[src/rtl/icache_refill.sv]
// icache_refill: fetches one aligned cache line as a single incrementing read burst
module icache_refill #(
    parameter int ADDR_W = 32,
    parameter int WORD_W = 32,
    parameter int BEATS  = 8,
    parameter int LINE_W = 256
) (
    input  logic              clk,
    input  logic              rst,
    input  logic              req_valid,
    output logic              req_ready,
    input  logic [ADDR_W-1:0] req_pa,
    output logic              rd_req,
    output logic [ADDR_W-1:0] rd_addr,
    output logic [7:0]        rd_len,
    input  logic              rd_addr_ok,
    input  logic              ret_valid,
    input  logic              ret_last,
    input  logic [WORD_W-1:0] ret_data,
    output logic              line_valid,
    output logic              line_err,
    output logic [LINE_W-1:0] r_data,
    output logic              busy
);
    localparam int CW = $clog2(BEATS);
    localparam int OFF = $clog2(LINE_W / 8);
    localparam logic [CW-1:0] LAST = CW'(BEATS - 1);
    typedef enum logic [1:0] {IDLE, REQ, RECV, DONE} state_t;
    state_t state;
    logic [CW-1:0] cnt;
    logic unused_off;
    assign unused_off = ^req_pa[OFF-1:0];
    assign rd_len = 8'(BEATS - 1);
    always_ff @(posedge clk) begin
        if (rst) begin
            state      <= IDLE;
            cnt        <= '0;
            req_ready  <= 1'b1;
            rd_req     <= 1'b0;
            rd_addr    <= '0;
            line_valid <= 1'b0;
            line_err   <= 1'b0;
            r_data     <= '0;
            busy       <= 1'b0;
        end else begin
            line_valid <= 1'b0;
            case (state)
                IDLE: if (req_valid) begin
                    rd_addr   <= {req_pa[ADDR_W-1:OFF], OFF'(0)};
                    cnt       <= '0;
                    line_err  <= 1'b0;
                    rd_req    <= 1'b1;
                    req_ready <= 1'b0;
                    busy      <= 1'b1;
                    state     <= REQ;
                end
                REQ: if (rd_addr_ok) begin
                    rd_req <= 1'b0;
                    state  <= RECV;
                end
                RECV: if (ret_valid) begin
                    r_data[int'(cnt)*WORD_W +: WORD_W] <= ret_data;
                    cnt <= cnt + CW'(1);
                    if (ret_last || cnt == LAST) begin
                        line_valid <= 1'b1;
                        line_err   <= ret_last != (cnt == LAST);
                        state      <= DONE;
                    end
                end
                DONE: begin
                    req_ready <= 1'b1;
                    busy      <= 1'b0;
                    state     <= IDLE;
                end
                default: state <= IDLE;
            endcase
        end
    end
endmodule
[config.mk]
export PLATFORM = sky130hd
export DESIGN_NAME = icache_refill
export DESIGN_NICKNAME = d
export VERILOG_FILES = /design/src/rtl/icache_refill.sv
export SDC_FILE = /design/constraint.sdc
export NUM_CORES = 1
export LEC_CHECK = 0
export BUFFER_PORTS_ARGS = -buffer_cell sky130_fd_sc_hd__clkbuf_2
export CORE_ASPECT_RATIO = 0.5
export CORE_MARGIN = 5
export CORE_UTILIZATION = 40
export CTS_CLUSTER_DIAMETER = 50
export DETAILED_ROUTE_END_ITERATION = 12
export GPL_TIMING_DRIVEN = 1
export HOLD_SLACK_MARGIN = 0.1
export PLACE_DENSITY = 0.65
export SLEW_MARGIN = 20
export SYNTH_ARGS = -nofsm -noshare
export SYNTH_HDL_FRONTEND = slang
export SYNTH_SLANG_ARGS = --single-unit
[constraint.sdc]
create_clock -name clk -period 3 [get_ports clk]
set_input_delay 0.45 -clock clk [delete_from_list [all_inputs] [get_ports clk]]
set_output_delay 0.45 -clock clk [all_outputs]
set_load 0.005 [all_outputs]
==> summary.md, run 1 <==
| Metric | Value |
|---|---|
| Clock latency on the worst-skew pair | `approximately 0.56 ns` |
| Root Buffer | `clkbuf_16` |
| Xor/xnor cell area share of the yosys netlist | `0%` |
| RSZ-0062 raised after global routing | `false` |
| Routed wire per std cell | `18.62 um` |
| Critical Path Start Type | `flip-flop` |
| Sw Share | `around a quarter` |
| Synth Area in Simple Gates | `between 10% and 20%` |
| First-pass GRT wire length | `between 50,000 and 60,000 um` |
| Area added between synthesis and finish | `27.34%` |
| Num CTS Buffers | `27` |
| Syn avg cell area | `9.249 um2` |
| Core Util, Final | `between 50% and 60%` |
| Std-Cell Rows | `44` |
| Pwr per Cell Area | `approximately 600 nW/um2` |
| Max Cap Violations | `0` |
| Register area share after synthesis | `49.90%` |
| Final wirelength | `between 30,000 and 40,000 um` |
| Final ANT Viol Nets | `0` |
| Worst EP required | `roughly 3.4 ns` |
| CTS H-tree lvls | `1` |
| Initial DRC count | `between 600 and 700` |
| Yosys warnings | `0` |
| Buffers on Ports | `between 300 and 400` |
| GRT Total Usage | `between 20% and 30%` |
| Seq pwr share | `a little under half` |
| P_sw | `around 2.3 mW` |
| Largest net degree at the start of global routing | `approximately 110` |
| Largest family of logic cells by synthesized area | `multiplexers` |
| CTS clk-pin slew, worst paths | `approximately 0.07 ns` |
| Setup TNS | `0 ns` |
| Comb pwr share | `between 10% and 20%` |
| DR vias | `between 9,000 and 10,000` |
| Mux contribution to synthesized area | `between 15 and 20%` |
| Setup violators final | `0` |
| Worst Tran Pin Value | `roughly 0.99 ns` |
| Fill count | `2,750` |
| Final Net Count | `1,680` |
| Clock Path Buffers | `3` |
| Max Slew Vio Count | `0` |
| Cell area after layout | `around 15,000 um2` |
| Clock Skews | `about 0.032 ns` |
| Overall die width | `approximately 250 um` |
| Worst path max stage delay | `between 0.5 and 0.6 ns` |
| Cell Int Power | `6.631 mW` |
| Compound-Gate Fraction of Synth Area | `~5.6%` |
| WP data arrival | `3.07 ns` |
| Pre-antenna DRT Iters | `5` |
| Core area | `about 29,000 um2` |
| Fraction of layout cells with a size suffix above 1 | `27.42%` |
| Slew HR | `34.11%` |
| Most common cell on crit path | `ha_1` |
| Die Y | `131.2 um` |
| Leak | `about 6.6 nW` |
| Crit path max-delay cell type | `dfxtp_1` |
| Final hold viol count | `0` |
| Worst min path class | `input pin to flip-flop` |
| Remaining DRCs | `0` |
| Clk network pwr share | `41.9%` |
| Die area | `around 33,000 um2` |
| Post-synthesis sequential element count | `between 200 and 300` |
| Post-DP HPWL | `between 20,000 and 30,000 um` |
| Initial antenna violation count | `1` |
| Clock sinks | `between 200 and 300` |
| Post-Synthesis Cells | `~1,300` |
| Min Clock Period, post-route | `about 2.6 ns` |
| Adder-cell area share of the yosys netlist | `between 1 and 1.5%` |
| Status | `finished, final reports clean` |
| Total power | `between 8 and 9 mW` |
| Cell taking the most area after synthesis | `dfxtp_1` |
| Post-DP Area | `~14,000 um2` |
| Period utilisation layout | `around nine tenths` |
| Crit. End Element | `flip-flop` |
| Worst hold slack | `0.1238 ns` |
| Peak Freq | `roughly 0.38 GHz` |
| Synth cell types | `35` |
| Vias per Instance | `a little under 5` |
| GRT overflow | `0` |
| CTS tree | `done` |
| Share of the synthesized area in the top cell type | `between 40 and 50%` |
| Vias in the first global route | `around 9,300` |
| Critical path class | `flip-flop to flip-flop` |
| Max IR drop VDD | `approximately 0.46 mV` |
| Gpl congestion | `0.7906` |
| IO Pins | `roughly 370` |
| Mapped Area | `about 12,000 um2` |
| CP Max Fanout | `32` |
| # Post-CTS Setup Buffers | `0` |
| CP Cell Sequence | `inv_1 -> ha_1 -> ha_1 -> nand2b_2 -> o31ai_1 -> a21oi_1` |
| Synth top area cells | `dfxtp_1, mux2i_1, nand2_1` |
| Initial Utilization | `around two fifths` |
[layer usage]
| metal | GRT usage [%] | part of all wire [%] | up-vias |
|---|---|---|---|
| met2 | 37.05 | 50 | 193 |
| met5 | 0 | 0 | - |
| met1 | 27.80 | 44 | 4779 |
| met4 | 5.512 | 3.0 | 0 |
| met3 | 2.745 | 3.2 | 65 |
| li1 | - | - | 4884 |
[path summary, 6_finish.rpt]
check | to | slack, ns | startpoint | depth (start not counted)
max | r_data[149] | 0.35 | cnt[0] | 6
min | rd_addr[11] | 0.12 | req_pa[11] | 3
max reg2reg | r_data[149] | 0.35 | cnt[0] | 6
min reg2reg | rd_addr[5] | 0.45 | rd_addr[5] | 2
[cells in the final DEF (no fill, tap or decap), types with 7 or more instances in the layout]
| cell | count |
|---|---|
| o31ai_1 | 32 |
| clkbuf_2 | 351 |
| mux2i_1 | 226 |
| clkbuf_16 | 27 |
| dlygate4sd3_1 | 19 |
| nand4_1 | 32 |
| nor2b_1 | 35 |
| buf_4 | 23 |
| conb_1 | 13 |
| a21oi_1 | 63 |
| clkbuf_8 | 8 |
| inv_1 | 8 |
| ha_1 | 11 |
| buf_12 | 7 |
| nand2_1 | 415 |
| dfxtp_1 | 293 |
[cells in the mapped netlist]
cell type  number
nand2_1       415
dfxtp_1       293
mux2i_1       226
clkbuf_1       64
a21oi_1        63
nor2b_1        36
nand4_1        32
o31ai_1        32
buf_4          22
buf_2          12
buf_6          12
ha_1           12
inv_1           8
and3b_1         4
buf_1           4
nand3_1         4
nand2b_1        3
o21ai_1         3
o32ai_1         3
conb_1          2
inv_2           2
nor2_1          2
nor3b_1         2
nor4bb_1        2
o21bai_1        2
o22a_1          2
a21boi_0        1
a221oi_1        1
and2_1          1
mux2_2          1
nand4bb_1       1
nor4_4          1
o21ai_0         1
o311a_1         1
or2_1           1
[final cells by class]
type,count,area [um2],share of cell area [%]
Antenna cell,2,5.005,0.03343
Clock inverter,9,155.1,1.036
Sequential cell,293,5866,39.18
Timing Repair Buffer,401,2265,15.13
Tap cell,391,489.2,3.268
Clock buffer,41,808.3,5.400
Multi-Input combinational cell,865,5336,35.65
Inverter,10,45.04,0.3009
[stage by stage]
step / instances / worst slack, ns
2_1_floorplan: 1282 / 0.9194
3_5_place_dp: 1941 / 0.4209
4_1_cts: 2010 / 0.3981
6_report: 2012 / 0.3510
5_1_grt: 2011 / 0.1910
3_3_place_gp: 1941 / 0.4836
[worst max-delay path, delay by kind of cell (launching register included)]
| kind | cells | cell delay [ns] |
|---|---|---|
| adders and majority gates | 2 | 0.75 |
| DFF | 1 | 0.57 |
| and+or+nand+nor | 1 | 0.51 |
| AOI/OAI and AO/OA | 2 | 0.51 |
| buffers and inverters | 1 | 0.15 |
[sequential cells by signal, indices dropped and copies added (netlist names)]
signal,cells
busy,1
cnt,3
line_err,1
line_valid,1
r_data,256
rd_addr,27
rd_req,1
req_ready,1
state,2
[cells by family (layout without fill, tap and decap cells)]
group	after synthesis	in the layout
multiplexers	227	227
other	2	15
buffers and inverters	124	461
AND/OR/NAND/NOR	504	504
adder cells (fa/ha/maj)	12	12
flip-flops	293	293
AO/OA/AOI/OAI	109	109
[power by group through the flow]
stage	registers [mW]	logic, mW	clock network [mW]
6_report	4.11	1.08	3.74
5_1_grt	4.13	1.17	3.97
4_1_cts	4.11	1.07	3.81
3_5_place_dp	4.20	1.05	0
3_3_place_gp	4.20	1.04	0
2_1_floorplan	4.21	0.631	0
[repair_timing]
action / CTS / global route
hold buffers: 19 / 0
endpoints found under the hold margin: 19 / 0
resized for setup: 0 / 0
setup endpoints to repair: 0 / 0
(Power assumes the default switching activity.)
==> run 2: changes to the inputs <==
--- a/config.mk
+++ b/config.mk
@@ -6,7 +6,7 @@
 export NUM_CORES = 1
 export LEC_CHECK = 0
 export BUFFER_PORTS_ARGS = -buffer_cell sky130_fd_sc_hd__clkbuf_2
-export CORE_ASPECT_RATIO = 0.5
+export CORE_ASPECT_RATIO = 2
 export CORE_MARGIN = 5
 export CORE_UTILIZATION = 40
 export CTS_CLUSTER_DIAMETER = 50
==> summary.md, run 2 (synthesis gave the netlist of run 1 again) <==
| Metric | Value |
|---|---|
| Status | `finished, final reports clean` |
| DR vias | `10,160 (+2.4%)` |
| Final ANT Viol Nets | `0 (unchanged)` |
| Fraction of layout cells with a size suffix above 1 | `28.22% (+0.79 points)` |
| Worst EP required | `3.42 ns (about the same)` |
| Largest net degree at the start of global routing | `81 (-23%)` |
| Initial DRC count | `490 (-22%)` |
| # hold bufs at CTS | `0 (-19)` |
| Initial Utilization | `40.59% (unchanged)` |
| Largest register FFs | `256 (unchanged)` |
| Std-Cell Rows | `88 (+100%)` |
| Biggest regs | `r_data (256), rd_addr (27), cnt (3)` |
| Routed wire per std cell | `19.63 um (+5.4%)` |
| Area added between synthesis and finish | `26.10%` |
| Clock Skews | `0.01150 ns (-0.02058 ns)` |
| CTS H-tree lvls | `1 (unchanged)` |
| Leak | `6.601 nW (-0.25%)` |
| Slew HR | `32.40% (-1.7 points)` |
| Setup TNS | `0 ns (unchanged)` |
| CTS tree | `done` |
| Worst path max stage delay | `0.57 ns (about the same)` |
| Max IR drop VDD | `0.4494 mV (-2.6%)` |
| GRT Total Usage | `22.24% (+1.1 points)` |
| RSZ-0062 raised after global routing | `false` |
| Crit path max-delay cell type | `dfxtp_1` |
| Vias per Instance | `5.140 (+4.2%)` |
| Vias in the first global route | `10,090 (+8.1%)` |
| Crit. End Element | `flip-flop` |
| Final hold viol count | `0 (unchanged)` |
| Commonest cells after routing, fill and taps aside | `nand2_1, clkbuf_2, dfxtp_1` |
| Clock sinks | `293 (unchanged)` |
| Worst hold slack | `0.1323 ns (+0.008547 ns)` |
| Root Buffer | `clkbuf_16` |
| Num CTS Buffers | `26 (-3.7%)` |
| Pwr per Cell Area | `575.9 nW/um2 (-3.5%)` |
| Clock Path Buffers | `3 (unchanged)` |
| Final Net Count | `1,680 (unchanged)` |
| WP data arrival | `3.03 ns (-0.04 ns)` |
| Clock latency on the worst-skew pair | `0.54 ns (-0.02 ns)` |
| Fill count | `2,778 (+1.0%)` |
| Most common cell after layout, fill and taps aside | `nand2_1` |
| CTS clk-pin slew, worst paths | `0.07 ns (about the same)` |
| Setup violators final | `0 (unchanged)` |
| Peak Freq | `0.3840 GHz (+1.7%)` |
| Storage cell area | `5866 um2 (unchanged)` |
| Die Y | `252.4 um (+92%)` |
| Critical Path Start Type | `flip-flop` |
| Core area | `28,960 um2 (unchanged)` |
| Critical path class | `flip-flop to flip-flop` |
| # Post-CTS Setup Buffers | `0 (unchanged)` |
| First-pass GRT wire length | `59,020 um (+3.8%)` |
| Remaining DRCs | `0 (unchanged)` |
| Core Util, Final | `51.19% (-0.51 points)` |
| CP Cell Sequence | `inv_1 -> ha_1 -> ha_1 -> nand3_2 -> buf_12 -> mux2i_1` |
| GRT overflow | `0 (unchanged)` |
| Initial antenna violation count | `0 (-1)` |
| Worst Tran Pin Value | `1.014 ns (+0.02800 ns)` |
| Gpl congestion | `0.8114 (+2.6%)` |
| Post-DP HPWL | `28,410 um (+7.1%)` |
| Die area | `33,120 um2 (about the same)` |
| CP Max Fanout | `12 (-63%)` |
| Most common cell on crit path | `ha_1` |
| Min Clock Period, post-route | `2.604 ns (-0.04501 ns)` |
| IO Pins | `371 (unchanged)` |
| Most flops, register | `r_data` |
| Multi-input logic area | `5331 um2 (about the same)` |
| Worst min path class | `input pin to flip-flop` |
| Max Slew Vio Count | `0 (unchanged)` |
| Buffers on Ports | `352 (unchanged)` |
| Antenna diodes | `0 (-2)` |
| Overall die width | `131.2 um (-48%)` |
| Pre-antenna DRT Iters | `6 (+1)` |
| CTS resizes | `0 (unchanged)` |
| Max Cap Violations | `0 (unchanged)` |
| Period utilisation layout | `86.80% (-1.5 points)` |
| Final wirelength | `38,780 um (+3.5%)` |
-- run 2: changes by cell type in the layout (fill, tap and decap cells not counted), moves of 2 or more --
cell,before,now
diode_2,2,0
clkbuf_1,6,8
buf_12,7,12
buf_4,23,38
bufinv_16,4,1
dlygate4sd3_1,19,0
clkbuf_8,8,6
inv_6,2,0
-- run 2: power breakdown --
| part | switching, mW | internal, mW |
|---|---|---|
| sequential | 0.0825 | 4.03 |
| combinational | 0.671 | 0.398 |
| clock | 1.47 | 1.89 |
-- run 2: worst paths after layout --
path / start / to / slack, ns / cells after the start
min: req_pa[15] / rd_addr[15] / 0.13 / 3
max reg2reg: cnt[0] / r_data[69] / 0.40 / 6
min reg2reg: rd_addr[15] / rd_addr[15] / 0.46 / 2
max: cnt[0] / r_data[69] / 0.40 / 6
-- run 2: through the flow --
step           area (um2)  worst slack (ns)  power (mW)  instances
6_report            14820            0.3960       8.537       1976
5_1_grt             14820            0.1675       8.880       1976
4_1_cts             14820            0.3414       8.649       1976
3_5_place_dp        13980            0.3426       5.287       1930
3_3_place_gp        13980            0.4163       5.263       1930
2_1_floorplan       11800            0.9194       4.837       1282
-- run 2: layer usage --
layer,wire length [um],global-route usage [%]
met5,0,0
met4,2079,11.86
met3,1994,3.566
met2,21420,42.48
met1,13290,22.83
-- run 2: critical path, delay by kind of cell, from the launching register on --
family	cells	cell delay [ns]
and+or+nand+nor	1	0.52
DFF	1	0.57
adders and majority gates	2	0.75
buffers and inverters	2	0.52
muxes	1	0.12
-- run 2: final cells by class --
cell class | instances | area share, %
tap | 360 | 3.039
clock inverter | 5 | 0.3714
multi-input combinational | 865 | 35.97
clock buffer | 41 | 5.318
timing repair buffer | 402 | 15.43
sequential | 293 | 39.57
inverter | 10 | 0.3039
==> run 3: changes to the inputs <==
--- a/config.mk
+++ b/config.mk
@@ -13,7 +13,7 @@
 export DETAILED_ROUTE_END_ITERATION = 12
 export GPL_TIMING_DRIVEN = 1
 export HOLD_SLACK_MARGIN = 0.1
-export PLACE_DENSITY = 0.65
+export PLACE_DENSITY = 0.68
 export SLEW_MARGIN = 20
 export SYNTH_ARGS = -nofsm -noshare
 export SYNTH_HDL_FRONTEND = slang
==> constraint.sdc (replaced) <==
create_clock -name clk -period 2.15 [get_ports clk]
set_input_delay 0.3225 -clock clk [delete_from_list [all_inputs] [get_ports clk]]
set_output_delay 0.3225 -clock clk [all_outputs]
set_load 0.005 [all_outputs]
==> summary.md, run 3 (synthesis gave the netlist of run 1 again) <==
| Metric | Value |
|---|---|
| Critical path class | `flip-flop to flip-flop` |
| Clock Path Buffers | `3 (unchanged)` |
| Clock sinks | `293 (unchanged)` |
| CTS clk-pin slew, worst paths | `0.06 ns (about the same)` |
| Pre-CTS setup slack | `-0.03216 ns (-0.3748 ns)` |
| Final hold viol count | `0 (unchanged)` |
| CTS tree | `done` |
| Vias in the first global route | `10,710 (+6.2%)` |
| Remaining DRCs | `0 (unchanged)` |
| Initial antenna violation count | `0 (unchanged)` |
| Overall die width | `131.2 um (unchanged)` |
| Period utilisation layout | `92.35% (+5.5 points)` |
| Placed cells | `1,948 (+0.93%)` |
| GRT Total Usage | `22.93% (+0.69 points)` |
| CTS H-tree lvls | `1 (unchanged)` |
| Non-Filler Instances | `2,055 (+4.0%)` |
| Routed wire per std cell | `19.51 um (-0.59%)` |
| Final wirelength | `40,100 um (+3.4%)` |
| Gpl congestion | `0.8309 (+2.4%)` |
| Std-Cell Rows | `88 (unchanged)` |
| DR vias | `10,550 (+3.9%)` |
| Max Slew Vio Count | `0 (unchanged)` |
| IO Pins | `371 (unchanged)` |
| Post-DP HPWL | `28,770 um (+1.3%)` |
| CP Max Fanout | `32 (+20)` |
| Commonest cells after routing, fill and taps aside | `nand2_1, clkbuf_2, dfxtp_1` |
| Final setup margin | `0.1645 ns (-0.2315 ns)` |
| Final ANT Viol Nets | `0 (unchanged)` |
| Pwr per Cell Area | `774.9 nW/um2 (+35%)` |
| RSZ-0062 raised after global routing | `false` |
| Setup violators final | `0 (unchanged)` |
| Leak | `6.989 nW (+5.9%)` |
| Min Clock Period, post-route | `1.986 ns (-0.6185 ns)` |
| Vias per Instance | `5.134 (-0.11%)` |
| Critical Path Start Type | `flip-flop` |
| Max IR drop VDD | `0.6104 mV (+36%)` |
| Core Util, Final | `54.19% (+3.0 points)` |
| Largest register FFs | `256 (unchanged)` |
| Most flops, register | `r_data` |
| Worst EP required | `2.61 ns (-0.81 ns)` |
| Max Cap Violations | `0 (unchanged)` |
| Die area | `33,120 um2 (unchanged)` |
| Num CTS Buffers | `26 (unchanged)` |
| Fraction of layout cells with a size suffix above 1 | `28.57% (+0.35 points)` |
| Root Buffer | `clkbuf_16` |
| Clock latency on the worst-skew pair | `0.54 ns (about the same)` |
| GRT overflow | `0 (unchanged)` |
| Clock Skews | `0.006801 ns (-0.004700 ns)` |
| Worst min path class | `input pin to flip-flop` |
| Slew HR | `58.25% (+26 points)` |
| WP data arrival | `2.45 ns (-0.58 ns)` |
| Worst Tran Pin Value | `0.6262 ns (-0.3878 ns)` |
| Pre-antenna DRT Iters | `5 (-1)` |
| Initial Utilization | `40.59% (unchanged)` |
| Biggest regs | `r_data (256), rd_addr (27), cnt (3)` |
| Buffers on Ports | `352 (unchanged)` |
| Die Y | `252.4 um (unchanged)` |
| Peak Freq | `0.5036 GHz (+31%)` |
| Most common cell after layout, fill and taps aside | `nand2_1` |
| Crit. End Element | `flip-flop` |
| Largest net degree at the start of global routing | `55 (-32%)` |
| Area added between synthesis and finish | `33.50%` |
| Core area | `28,960 um2 (unchanged)` |
| Initial DRC count | `539 (+10%)` |
| First-pass GRT wire length | `60,670 um (+2.8%)` |
| Final Net Count | `1,759 (+4.7%)` |
| Status | `finished, final reports clean` |
-- run 3: cell count changes in the layout (fill, tap and decap cells not counted), sizes merged --
cell	previous run	this run
buf	50	70
clkbuf	393	391
clkinv	2	4
clkinvlp	2	1
diode	0	1
dlygate4sd3	0	59
-- run 3: worst paths after layout --
check                                 start  cells after the start     endpoint  slack, ns
worst max-delay path                 cnt[0]                      7  r_data[189]       0.16
worst min-delay path             rd_addr_ok                      4       rd_req       0.13
worst max register to register       cnt[0]                      7  r_data[189]       0.16
worst min register to register  rd_addr[11]                      2  rd_addr[11]       0.46
-- run 3: per-stage QoR --
step	area, um2	power (mW)	hold WS, ns	TNS, ns
finish	15690	12.16	0.1287	0
global route	15690	12.68	0.1580	0
CTS	15650	12.29	0.1058	0
detailed placement	14180	7.458	0.4477	-0.08014
global placement	14180	7.429	0.4420	0
floorplan	11800	6.749	0.4130	0
-- run 3: metal layers --
metal  vias to the layer above  GRT usage, %  part of all wire (%)  wire (um)
met1                      5009         22.56                    34      13660
li1                       5045             -                     -          -
met2                       373         43.34                    54      21460
met3                       123         4.004                   5.1       2043
met5                         -             0                     0          0
met4                         0         14.98                   7.3       2932
-- run 3: critical path, stage by stage, from the launching register on --
cell     delay, ns
dfxtp_2       0.35
inv_1         0.09
ha_1          0.26
ha_1          0.23
buf_4         0.27
nor2b_1       0.40
nand2_1       0.16
mux2i_1       0.14
-- run 3: cell type report --
cell class / count / area, um2
Tap cell: 360 / 450.4
Fill cell: 2661 / 13270
Clock inverter: 6 / 57.56
Clock buffer: 39 / 790.8
Inverter: 10 / 45.04
Multi-Input combinational cell: 865 / 5365
Sequential cell: 293 / 5867
Timing Repair Buffer: 481 / 3114
Antenna cell: 1 / 2.502
-- run 3: power breakdown --
group	switching, mW	leakage [nW]	internal, mW
clock	2.03	0.419	2.65
sequential	0.115	2.37	5.63
combinational	1.01	4.21	0.726
-- run 3: repair_timing --
action,CTS,global route
hold buffers,59,0
hold endpoints to repair,59,0
setup buffers,1,0
setup endpoints to repair,27,120
gates resized for setup,1,9
pin swaps,1,0
gates cloned,1,0
